--- config.mk ---
export PLATFORM = sky130hd
export DESIGN_NAME = reset_sequencer
export DESIGN_NICKNAME = d
export VERILOG_FILES = /design/src/rtl/reset_seq_pkg.sv /design/src/rtl/sync2.sv /design/src/rtl/reset_sequencer.sv
export SDC_FILE = /design/constraint.sdc
export NUM_CORES = 1
export LEC_CHECK = 0
export CORE_ASPECT_RATIO = 0.75
export CORE_MARGIN = 10
export CORE_UTILIZATION = 63
export CTS_BUF_LIST = sky130_fd_sc_hd__clkbuf_4
export CTS_CLUSTER_DIAMETER = 150
export DETAILED_ROUTE_END_ITERATION = 16
export PLACE_DENSITY = 0.92
export REMOVE_ABC_BUFFERS = 1
export SETUP_SLACK_MARGIN = 0.1
export SYNTH_ARGS = -nofsm -noshare
export SYNTH_HDL_FRONTEND = slang
export SYNTH_SLANG_ARGS = --single-unit
--- constraint.sdc ---
create_clock -name CLK -period 3.15 [get_ports CLK]
set_clock_uncertainty 0.2 [all_clocks]
set_input_delay 0.4725 -clock CLK [delete_from_list [all_inputs] [get_ports CLK]]
set_output_delay 0.4725 -clock CLK [all_outputs]
set_load 0.005 [all_outputs]
--- src/rtl/reset_seq_pkg.sv ---
// Shared types and defaults for the ordered reset-release sequencer.
// State encoding, state width and default parameter values.
package reset_seq_pkg;

  localparam int STATE_W = 3;

  typedef enum logic [STATE_W-1:0] {
    WAIT_LOCK  = 3'd0,
    WARMUP     = 3'd1,
    RELEASE    = 3'd2,
    WAIT_READY = 3'd3,
    RUN        = 3'd4,
    ASSERT     = 3'd5
  } state_e;

  localparam int DEF_NSTAGES      = 3;
  localparam int DEF_WARMUP_BITS  = 16;
  localparam int DEF_GAP_CYCLES   = 16;
  localparam int DEF_TIMEOUT_BITS = 12;
  localparam int DEF_WD_BITS      = 20;

  function automatic int idx_w(input int n);
    return (n > 1) ? $clog2(n) : 1;
  endfunction

endpackage

--- src/rtl/sync2.sv ---
// Generic two-flop synchronizer with asynchronous active-high clear.
// Output lags the input by two clock edges.
module sync2 (
  input  logic clk,
  input  logic rst,
  input  logic d,
  output logic q
);

  logic meta_q;
  logic sync_q;

  always_ff @(posedge clk or posedge rst) begin
    if (rst) begin
      meta_q <= 1'b0;
      sync_q <= 1'b0;
    end else begin
      meta_q <= d;
      sync_q <= meta_q;
    end
  end

  assign q = sync_q;

endmodule

--- src/rtl/reset_sequencer.sv ---
// Ordered reset-release controller: lock, warm-up, per-stage release.
// Define RESET_SEQ_WATCHDOG_EN to add the RUN-state watchdog.
module reset_sequencer
  import reset_seq_pkg::*;
#(
  parameter int NSTAGES      = DEF_NSTAGES,
  parameter int WARMUP_BITS  = DEF_WARMUP_BITS,
  parameter int GAP_CYCLES   = DEF_GAP_CYCLES,
  parameter int TIMEOUT_BITS = DEF_TIMEOUT_BITS
`ifdef RESET_SEQ_WATCHDOG_EN
  ,
  parameter int WD_BITS      = DEF_WD_BITS
`endif
) (
  input  logic               CLK,
  input  logic               RESET,
  input  logic               pll_locked,
  input  logic [NSTAGES-1:0] stage_ready,
  input  logic               soft_req,
`ifdef RESET_SEQ_WATCHDOG_EN
  input  logic               wd_kick,
  output logic               wd_fired,
`endif
  output logic [NSTAGES-1:0] stage_resetn,
  output logic               all_released,
  output logic               busy,
  output logic               timeout_err
);

  localparam int IDX_W = idx_w(NSTAGES);
  localparam logic [IDX_W-1:0] IDX_LAST = IDX_W'(NSTAGES - 1);
  localparam logic [WARMUP_BITS-1:0] W_MAX = '1;
  localparam logic [TIMEOUT_BITS-1:0] T_MAX = '1;
  localparam logic [7:0] GAP_LAST = 8'(GAP_CYCLES - 1);

  state_e                  state_q, state_d;
  logic [WARMUP_BITS-1:0]  wcnt_q, wcnt_d, wcnt_inc;
  logic [7:0]              gcnt_q, gcnt_d;
  logic [TIMEOUT_BITS-1:0] tcnt_q, tcnt_d, tcnt_inc;
  logic [IDX_W-1:0]        idx_q, idx_d, idx_nxt;
  logic [NSTAGES-1:0]      rstn_q, rstn_d;
  logic                    all_q, all_d;
  logic                    busy_q, busy_d;
  logic                    terr_q, terr_d;
  logic                    lock_s;
  logic                    ready_now;
  logic                    go_assert;
  logic                    wd_fire;

`ifdef RESET_SEQ_WATCHDOG_EN
  localparam logic [WD_BITS-1:0] WD_MAX = '1;
  logic [WD_BITS-1:0] wd_q, wd_d, wd_inc;
  logic               wdf_q, wdf_d;
`endif

  sync2 u_lock_sync (
    .clk (CLK),
    .rst (RESET),
    .d   (pll_locked),
    .q   (lock_s)
  );

  always_comb begin
    state_d   = state_q;
    wcnt_d    = wcnt_q;
    gcnt_d    = gcnt_q;
    tcnt_d    = tcnt_q;
    idx_d     = idx_q;
    rstn_d    = rstn_q;
    all_d     = all_q;
    busy_d    = busy_q;
    terr_d    = terr_q;
    wcnt_inc  = (wcnt_q == W_MAX) ? W_MAX : wcnt_q + 1'b1;
    tcnt_inc  = tcnt_q + 1'b1;
    idx_nxt   = idx_q + 1'b1;
    ready_now = stage_ready[idx_q];
    go_assert = 1'b0;
    wd_fire   = 1'b0;
`ifdef RESET_SEQ_WATCHDOG_EN
    wd_d   = wd_q;
    wdf_d  = wdf_q;
    wd_inc = wd_kick ? '0 : wd_q + 1'b1;
`endif
    unique case (state_q)
      WAIT_LOCK: begin
        wcnt_d = '0;
        rstn_d = '0;
        if (lock_s) state_d = WARMUP;
      end
      WARMUP: begin
        if (!lock_s) begin
          wcnt_d  = '0;
          state_d = WAIT_LOCK;
        end else begin
          wcnt_d = wcnt_inc;
          if (wcnt_inc == W_MAX) begin
            state_d = RELEASE;
            idx_d   = '0;
            gcnt_d  = '0;
            rstn_d  = NSTAGES'(1);
          end
        end
      end
      RELEASE: begin
        if (!lock_s) begin
          go_assert = 1'b1;
        end else if (gcnt_q == GAP_LAST) begin
          state_d = WAIT_READY;
          tcnt_d  = '0;
        end else begin
          gcnt_d = gcnt_q + 1'b1;
        end
      end
      WAIT_READY: begin
        if (!lock_s) begin
          go_assert = 1'b1;
        end else begin
          tcnt_d = tcnt_inc;
          // A missing ready only flags an error; the sequence still moves on.
          if (ready_now || tcnt_inc == T_MAX) begin
            if (!ready_now) terr_d = 1'b1;
            if (idx_q == IDX_LAST) begin
              state_d = RUN;
              all_d   = 1'b1;
              busy_d  = 1'b0;
`ifdef RESET_SEQ_WATCHDOG_EN
              wd_d    = '0;
`endif
            end else begin
              state_d = RELEASE;
              idx_d   = idx_nxt;
              gcnt_d  = '0;
              rstn_d  = rstn_q | (NSTAGES'(1) << idx_nxt);
            end
          end
        end
      end
      RUN: begin
`ifdef RESET_SEQ_WATCHDOG_EN
        wd_d    = wd_inc;
        wd_fire = (wd_inc == WD_MAX);
        if (wd_fire) wdf_d = 1'b1;
`endif
        if (!lock_s || soft_req || wd_fire) go_assert = 1'b1;
      end
      ASSERT: state_d = WAIT_LOCK;
      default: begin
        state_d = WAIT_LOCK;
        rstn_d  = '0;
        all_d   = 1'b0;
        busy_d  = 1'b1;
      end
    endcase
    if (go_assert) begin
      state_d = ASSERT;
      rstn_d  = '0;
      all_d   = 1'b0;
      busy_d  = 1'b1;
      wcnt_d  = '0;
      gcnt_d  = '0;
      tcnt_d  = '0;
      idx_d   = '0;
    end
  end

  always_ff @(posedge CLK or posedge RESET) begin
    if (RESET) begin
      state_q <= WAIT_LOCK;
      wcnt_q  <= '0;
      gcnt_q  <= '0;
      tcnt_q  <= '0;
      idx_q   <= '0;
      rstn_q  <= '0;
      all_q   <= 1'b0;
      busy_q  <= 1'b1;
      terr_q  <= 1'b0;
`ifdef RESET_SEQ_WATCHDOG_EN
      wd_q    <= '0;
      wdf_q   <= 1'b0;
`endif
    end else begin
      state_q <= state_d;
      wcnt_q  <= wcnt_d;
      gcnt_q  <= gcnt_d;
      tcnt_q  <= tcnt_d;
      idx_q   <= idx_d;
      rstn_q  <= rstn_d;
      all_q   <= all_d;
      busy_q  <= busy_d;
      terr_q  <= terr_d;
`ifdef RESET_SEQ_WATCHDOG_EN
      wd_q    <= wd_d;
      wdf_q   <= wdf_d;
`endif
    end
  end

  assign stage_resetn = rstn_q;
  assign all_released = all_q;
  assign busy         = busy_q;
  assign timeout_err  = terr_q;
`ifdef RESET_SEQ_WATCHDOG_EN
  assign wd_fired     = wdf_q;
`endif

endmodule

Word level (Yosys, flattened, before mapping)
Cells that the tools add are included.
- flip-flop bits (word level): 49
- bits of input ports: 7
- add/subtract/negate cells: 4
- $lt $le $gt $ge: 1
- equality and inequality tests: 24
- shifts and indexed selects: 1
- muxes and demuxes: 57
- bitwise gates (word level): 2
- reduce and logical (&&, ||, !) cells: 18
- operators by type and width (kind ; number):
    8-bit two-way mux ; 8
    12-bit two-way mux ; 4
    16-bit two-way mux ; 3
    3-bit two-way mux ; 15
    16-bit == test, second input constant ; 2
    16-bit one-hot mux with 2 select lines ; 1
    12-bit one-hot mux with 2 select lines ; 1
    8-bit one-hot mux with 3 select lines ; 1
    3-bit inequality test, second input constant ; 6
    16-bit by 1-bit adder with 16-bit output, second input constant ; 1
    3-bit one-hot mux with 5 select lines ; 1
    12-bit by 1-bit adder with 12-bit output, second input constant ; 1
    12-bit == test, second input constant ; 1
    2-bit two-way mux ; 6
    3-bit by 2-bit inequality test with 1-bit output, second input constant ; 4
    4-bit AND reduction ; 3
    6-bit AND reduction ; 2
    1-bit two-way mux ; 11
    3-bit one-hot mux with 3 select lines ; 1
    3-bit nonzero test ; 3
    8-bit by 1-bit adder with 8-bit output, second input constant ; 1
    8-bit by 4-bit == test with 1-bit output, second input constant ; 1
    8-bit AND reduction ; 1
    7-bit AND reduction ; 1
    22 further kinds ; 28

Logic depth before layout (Yosys ltp)
Gate-level depths: netlist of the first run.
- word-level depth: 8
- mapped depth: 10
- depth with buffers taken out: 9

Hierarchy
A second synthesis of the first run with hierarchy kept.
- cells, all modules: 372
- area total of the unflattened synthesis: 3160.5 sq um
- modules (own cells, without submodules) (module ; instances ; cells each ; area each (sq um) ; sequential area each (sq um)):
    reset_sequencer ; 1 ; 369 ; 3106.7 ; 1177.4
    sync2 ; 1 ; 3 ; 53.8 ; 50.0

Least setup slack after synthesis of the first run
Ideal clock, no wire load.
- kind: register to register
- from: reg wcnt_q[0]
- to: reg gcnt_q[7]
- arrival time: 2.260 ns
- data required time: 2.826 ns
- slack: 0.566 ns
- stages on the path, launching flop included: 11
- path buffers: 2
- path through: dfrtp_1 ha_1 nand3_4 nor4_4 and2_1 buf_2 a211oi_1 nor3_4 nand2b_4 buf_6 a211o_1
- longest elaborated chain between the ends: 5
- RTL lines (item ; line ; text):
    from (decl) ; reset_sequencer.sv:37 ; logic [WARMUP_BITS-1:0] wcnt_q, wcnt_d, wcnt_inc;
    from (signal assigned) ; reset_sequencer.sv:183 ; wcnt_q <= wcnt_d;
    16-bit by 1-bit adder with 16-bit output / 16-bit == test (equally long branches) ; reset_sequencer.sv:73 ; wcnt_inc = (wcnt_q == W_MAX) ? W_MAX : wcnt_q + 1'b1;
    16-bit two-way mux * ; reset_sequencer.sv:73 ;
    16-bit == test * ; reset_sequencer.sv:96 ; if (wcnt_inc == W_MAX) begin
    3-bit inequality test (no source line) * ; - ;
    8-bit AND reduction (no source line) * ; - ;
    to (signal assigned) ; reset_sequencer.sv:184 ; gcnt_q <= gcnt_d;
    to (decl) ; reset_sequencer.sv:38 ; logic [7:0] gcnt_q, gcnt_d;
Mark *: on every way between the ends. The rest lies on a longest branch, timed or not.
A chain may end at the register's enable or synchronous reset.

Final worst setup path of the first run
Same ends and word-level chain as after synthesis.

==> results of run 1 <==
[timing repair]
item,CTS,global route
hold endpoints to repair,0,0
setup endpoints to repair,0,1
resized for setup,0,1
hold buffers,0,0
[cell usage after synthesis, types with 3 or more instances]
cell type  instances  area [um2]
o31ai_1            4        30.0
ha_1               8         100
nor4_1             4        25.0
nor2b_1            5        31.3
nand2b_1          11        68.8
nor2_1            29         109
o21a_1             3        22.5
nand2_1           41         154
buf_2              6        30.0
xor2_1             6        52.6
a21oi_1           23         115
a22o_1             6        52.6
clkbuf_1          12        45.0
o21ai_0           52         260
dfrtp_1           48        1200
nand3_1           19        95.1
nor3_1            10        50.1
nand4_1            7        43.8
a21o_1             5        37.5
and2_1             3        18.8
and3_1             5        31.3
a31oi_1            7        43.8
inv_1             13        48.8
[per-layer routing]
metal  vias to the layer above  global-route usage [%]
met5                         -                       0
met4                         0                    5.54
met3                        16                    3.49
met2                       131                    29.4
met1                      1419                    26.3
li1                       1411                       -
[area by class of cell]
class	count	area (um2)
repair buffers	19	173
flip-flops and latches	49	1230
well taps	60	75.1
inverters	13	48.8
clock inverters	2	15.0
clock buffers	6	45.0
fillers	359	1470
multi-input cells	301	1880
[power breakdown]
part / switching [mW] / internal, mW / total [mW]
registers: 0.143 / 0.729 / 0.872
clock network: 0.220 / 0.0962 / 0.316
logic: 0.562 / 0.393 / 0.955
[path summary, 6_finish.rpt]
path | slack (ns) | to | cells after the start
setup reg to reg | 0.32 | gcnt_q[7] | 8
setup / recovery | 0.32 | gcnt_q[7] | 8
hold reg to reg | 0.18 | u_lock_sync.q | 0
hold / removal | 0.18 | u_lock_sync.q | 0
max in group asynchronous | 1.98 | wcnt_q[7] | 3
min in group asynchronous | 0.34 | u_lock_sync.meta_q | 3
[stage by stage]
stage	power, mW	util, %	instance area [um2]
2_1_floorplan	1.48	-	3150
3_3_place_gp	1.76	69.0	3400
3_5_place_dp	1.81	69.0	3400
4_1_cts	2.12	70.2	3460
5_1_grt	2.29	70.2	3460
6_report	2.14	70.2	3460
[cell families (layout without fill, tap and decap cells)]
| logic type | Yosys count | count (layout) | share of synthesized area (%) |
|---|---|---|---|
| AOI/OAI and AO/OA | 127 | 127 | 25.1 |
| xor gates and xnor gates | 7 | 7 | 1.89 |
| muxes | 3 | 3 | 0.965 |
| buffers and inverters | 33 | 40 | 4.29 |
| DFF | 49 | 49 | 37.9 |
| adders and majority gates | 8 | 8 | 3.09 |
| and+or+nand+nor | 156 | 156 | 26.8 |
[sequential cells by signal, summed over array words and instances (netlist names)]
name / flops
all_released: 1
busy: 1
gcnt_q: 8
idx_q: 2
stage_resetn: 3
state_q: 3
tcnt_q: 12
timeout_err: 1
u_lock_sync.meta_q: 1
u_lock_sync.q: 1
wcnt_q: 16
==> results.yml, run 1 <==
clock_tree:
  cts_tree: "built"
  path_clk_slew_ns: 0.16
  clock_latency_ns: 0.39
  htree_num_levels: 2
  cts_buffers: 5
  cts-root-buf: "clkbuf_4"
  cts_setup_buffers: 0
  cts.sinks: 49
  clockBufferDepth: 2
synth:
  synth_cell_types: 69
  synthCells: 383
  synth-main-ff-cell: "dfrtp_1"
  syn_area_mm2: 0.00324
  postSynthAreaPerCell_um2: 8.46
  synth-edff-count: 0
  ys_ff_latch: 49
  async_flop_share_pct: 100
  ys_seq_area_share_pct: 37.9
  synth_warnings: 0
setup_path:
  cp_max_fo: 8
  startpoint_type: "register"
  critical_path_arrival_ns: 2.90
  crit_slowest_cell: "dfrtp_1"
  crit_buf_inv: 0
  cp-end-kind: "register"
  path_class: "reg2reg"
  rr_startpoint: "wcnt_q[0]"
  startpoint: "wcnt_q[0]"
  cpPeakStageDelay_ns: 0.49
  crit_chain: "ha_2, nand3_4, nor4_4, xor2_1, a211oi_1, nor3_4, nand2b_4, a211o_1"
  cp_data_required_time_ns: 3.22
  crit_family: "simple AND/OR/NAND/NOR gates"
layout:
  final_cell_mix: "o21ai_0 (52), dfrtp_1 (48), nand2_1 (41)"
  fin_cells: 450
  mostFrequentLayoutCell: "o21ai_0"
  n_antenna_cell: 0
  syn_to_final_growth_pct: 6.80
  fin_nets: 404
  drive_gt1_share_pct: 8.72
drt:
  route.detailed.drc: 0
  wl_met1_mm: 3.54
  drtIter0Drc: 247
  firstDrtPassIters: 5
  wl_met2_mm: 3.40
  vias: 2977
  vias_per_cell: 6.62
  routedWlPerCell_um: 16.8
  routed_wl_mm: 7.55
  postRouteAntennaNets: 0
  dr.max_layer_used: "met4"
  dr_wl_met3_um: 514
global_route:
  grtUsageTotal_pct: 18.9
  grt_pass1_vias: 2759
  grt_max_degree: 50
  grt_pass1_wl_mm: 13.0
  antenna_found_initial: 0
  overflow: 0
power_and_ir_drop:
  p_per_area_mw_per_mm2: 619
  cellLeakagePower_nw: 1.52
  irDropWorstVdd_mv: 0.376
floorplanning:
  fp.coreArea_mm2: 0.00493
  core.rowCount: 22
  die_area_mm2: 0.00844
  start_util_pct: 65.8
  die-height_um: 82.1
  die_w_um: 103
  ios: 13
timing:
  slew_headroom_pct: 46.8
  hold_viol: 0
  holdWs_ns: 0.183
  drv_slew: 0
  tightest_slew_ns: 0.790
  setup_viol: 0
  postLayoutSetupSlackWorst_ns: 0.324
  max_freq_ghz: 0.354
  fin_setup_tns_ns: 0
  rsz0062_at_grt: "no"
  timing.final.crit_period_ns: 2.83
  finalCritPeriodShare_pct: 89.7
worst_hold_path:
  hold_path.startpoint: "u_lock_sync.meta_q"
  hold_class: "reg2reg"
placed_design:
  placement.io_buffers: 12
  dp_cells: 442
  dp_hpwl_mm: 5.33
  gp_congestion: 0.971
  pre_cts_slack_ns: 0.312
run_status:
  status: "completed"
run:
  drv_cap: 0
No activity file was read; power rests on OpenSTA's default activity.
==> run 2: changes to the inputs <==
--- a/config.mk
+++ b/config.mk
@@ -14,6 +14,7 @@
 export PLACE_DENSITY = 0.92
 export REMOVE_ABC_BUFFERS = 1
 export SETUP_SLACK_MARGIN = 0.1
+export SLEW_MARGIN = 10
 export SYNTH_ARGS = -nofsm -noshare
 export SYNTH_HDL_FRONTEND = slang
 export SYNTH_SLANG_ARGS = --single-unit
==> results of run 2 <==
No change in the layout: final DEF, timing and power equal those of run 1.
==> run 3: changes to the inputs <==
--- a/config.mk
+++ b/config.mk
@@ -12,7 +12,6 @@
 export CTS_CLUSTER_DIAMETER = 150
 export DETAILED_ROUTE_END_ITERATION = 16
 export PLACE_DENSITY = 0.92
-export REMOVE_ABC_BUFFERS = 1
 export SETUP_SLACK_MARGIN = 0.1
 export SLEW_MARGIN = 10
 export SYNTH_ARGS = -nofsm -noshare
==> constraint.sdc (replaced) <==
create_clock -name CLK -period 3.15 [get_ports CLK]
set_clock_uncertainty 0.2 [all_clocks]
set_input_delay 0.4725 -clock CLK [delete_from_list [all_inputs] [get_ports CLK]]
set_output_delay 0.4725 -clock CLK [all_outputs]
set_load 0.02 [all_outputs]
==> run 3 against run 2 <==
  * Cell count up 0.22%
  * Non-clock buffer count rose by 1
  * Critical path depth is the same
  * Sequential share of layout area is 0.23 points lower
  * Die area unchanged
  * Via count decreased by 1.5%
  * Power rose by 0.56%
  * Largest cell class unchanged
  * Highest routed layer unchanged
==> results.yml, run 3 (synthesis results as in run 1) <==
layout:
  n_antenna_cell: 0
  multi_input_comb_area_mm2: 0.00188
  final_cell_mix: "o21ai_0 (52), dfrtp_1 (48), nand2_1 (41)"
  fillers: 345
  mostFrequentLayoutCell: "o21ai_0"
  final_util_pct: 70.7
  top_regs: "wcnt_q (16), tcnt_q (12), gcnt_q (8)"
  drive_gt1_share_pct: 9.21
  regMostFlops: "wcnt_q"
  largest_reg_flops: 16
  syn_to_final_growth_pct: 7.49
  regArea_mm2: 0.00123
  fin_nets: 405
clock_tree:
  clockBufferDepth: 2
  path_clk_slew_ns: 0.13
  cts.sinks: 49
  hold_buffers: 0
  cts_tree: "built"
  cts_buffers: 5
  cts-root-buf: "clkbuf_4"
  cts_setup_buffers: 0
  htree_num_levels: 2
  clock_latency_ns: 0.37
floorplanning:
  start_util_pct: 65.8
  die_w_um: 103
  ios: 13
  core.rowCount: 22
  fp.coreArea_mm2: 0.00493
  die_area_mm2: 0.00844
  die-height_um: 82.1
setup_path:
  cp_data_required_time_ns: 3.21
  path_class: "reg2reg"
  cp_max_fo: 8
  cp-end-kind: "register"
  critical_path_arrival_ns: 2.87
  startpoint_type: "register"
drt:
  vias: 2931
  postRouteAntennaNets: 0
  firstDrtPassIters: 5
  drtIter0Drc: 339
  routed_wl_mm: 7.27
  routedWlPerCell_um: 16.1
  route.detailed.drc: 0
  vias_per_cell: 6.50
timing:
  fin_setup_tns_ns: 0
  setup_viol: 0
  timing.final.crit_period_ns: 2.81
  rsz0062_at_grt: "no"
  holdWs_ns: 0.164
  max_freq_ghz: 0.356
  slew_headroom_pct: 53.3
  finalCritPeriodShare_pct: 89.1
  hold_viol: 0
  tightest_slew_ns: 0.694
  drv_slew: 0
global_route:
  grt_pass1_wl_mm: 12.4
  grt_pass1_vias: 2643
  grt_max_degree: 50
  antenna_found_initial: 0
  overflow: 0
  grtUsageTotal_pct: 18.0
run_status:
  status: "completed"
placed_design:
  dp_hpwl_mm: 5.23
  gp_congestion: 0.938
  placement.io_buffers: 12
power_and_ir_drop:
  irDropWorstVdd_mv: 0.285
  cellLeakagePower_nw: 1.53
  p_per_area_mw_per_mm2: 619
run:
  drv_cap: 0
synth:
  syn_nets: 398
worst_hold_path:
  hold_class: "reg2reg"
==> run 3: final cells by class <==
class | count | area share (%)
sequential | 49 | 35.2
timing repair buffer | 20 | 5.53
multi-input combinational | 301 | 54.0
tap | 60 | 2.16
clock buffer | 7 | 1.51
inverter | 13 | 1.40
clock inverter | 1 | 0.144
==> run 3: worst paths after layout <==
path / endpoint / from / depth (start not counted) / slack (ns)
max in group asynchronous: busy / RESET / 3 / 2.25
min reg2reg: u_lock_sync.q / u_lock_sync.meta_q / 0 / 0.16
max: state_q[2] / wcnt_q[0] / 8 / 0.34
min in group asynchronous: tcnt_q[0] / RESET / 3 / 0.23
min: u_lock_sync.q / u_lock_sync.meta_q / 0 / 0.16
max reg2reg: state_q[2] / wcnt_q[0] / 8 / 0.34
==> run 3: routing by layer <==
layer | GRT usage [%] | routed length [um]
met3 | 3.32 | 516
met5 | 0 | 0
met4 | 5.82 | 108
met2 | 27.8 | 3350
met1 | 25.2 | 3300
==> run 3: power breakdown <==
group          switching, mW  total (mW)  leakage, nW  internal, mW
Clock                  0.198       0.303       0.0361         0.105
Combinational          0.596       0.993        0.830         0.397
Sequential             0.130       0.859        0.667         0.729
Total                  0.924        2.16         1.53          1.23
==> run 3: worst max-delay path, stage by stage, from the launching register on <==
cell	delay, ns
dfrtp_1	0.47
ha_2	0.30
nand3_4	0.17
nor4_4	0.37
xor2_1	0.25
nand2_1	0.11
o211a_1	0.26
nor3_1	0.22
mux2_1	0.35
==> run 3: timing repair <==
item | 4_1_cts | 5_1_grt
gates resized for setup | 0 | 2
endpoints found under the setup margin | 0 | 3
hold endpoints to repair | 0 | 0
==> run 3: metrics by stage <==
stage	instance area [um2]	cells	setup slack, ns	total power, mW
after global routing	3480	451	0.144	2.32
after detailed placement	3420	443	0.365	1.84
final	3480	451	0.343	2.16
after CTS	3480	451	0.330	2.15
after floorplan	3240	383	0.566	1.57
after global placement	3420	443	0.429	1.80
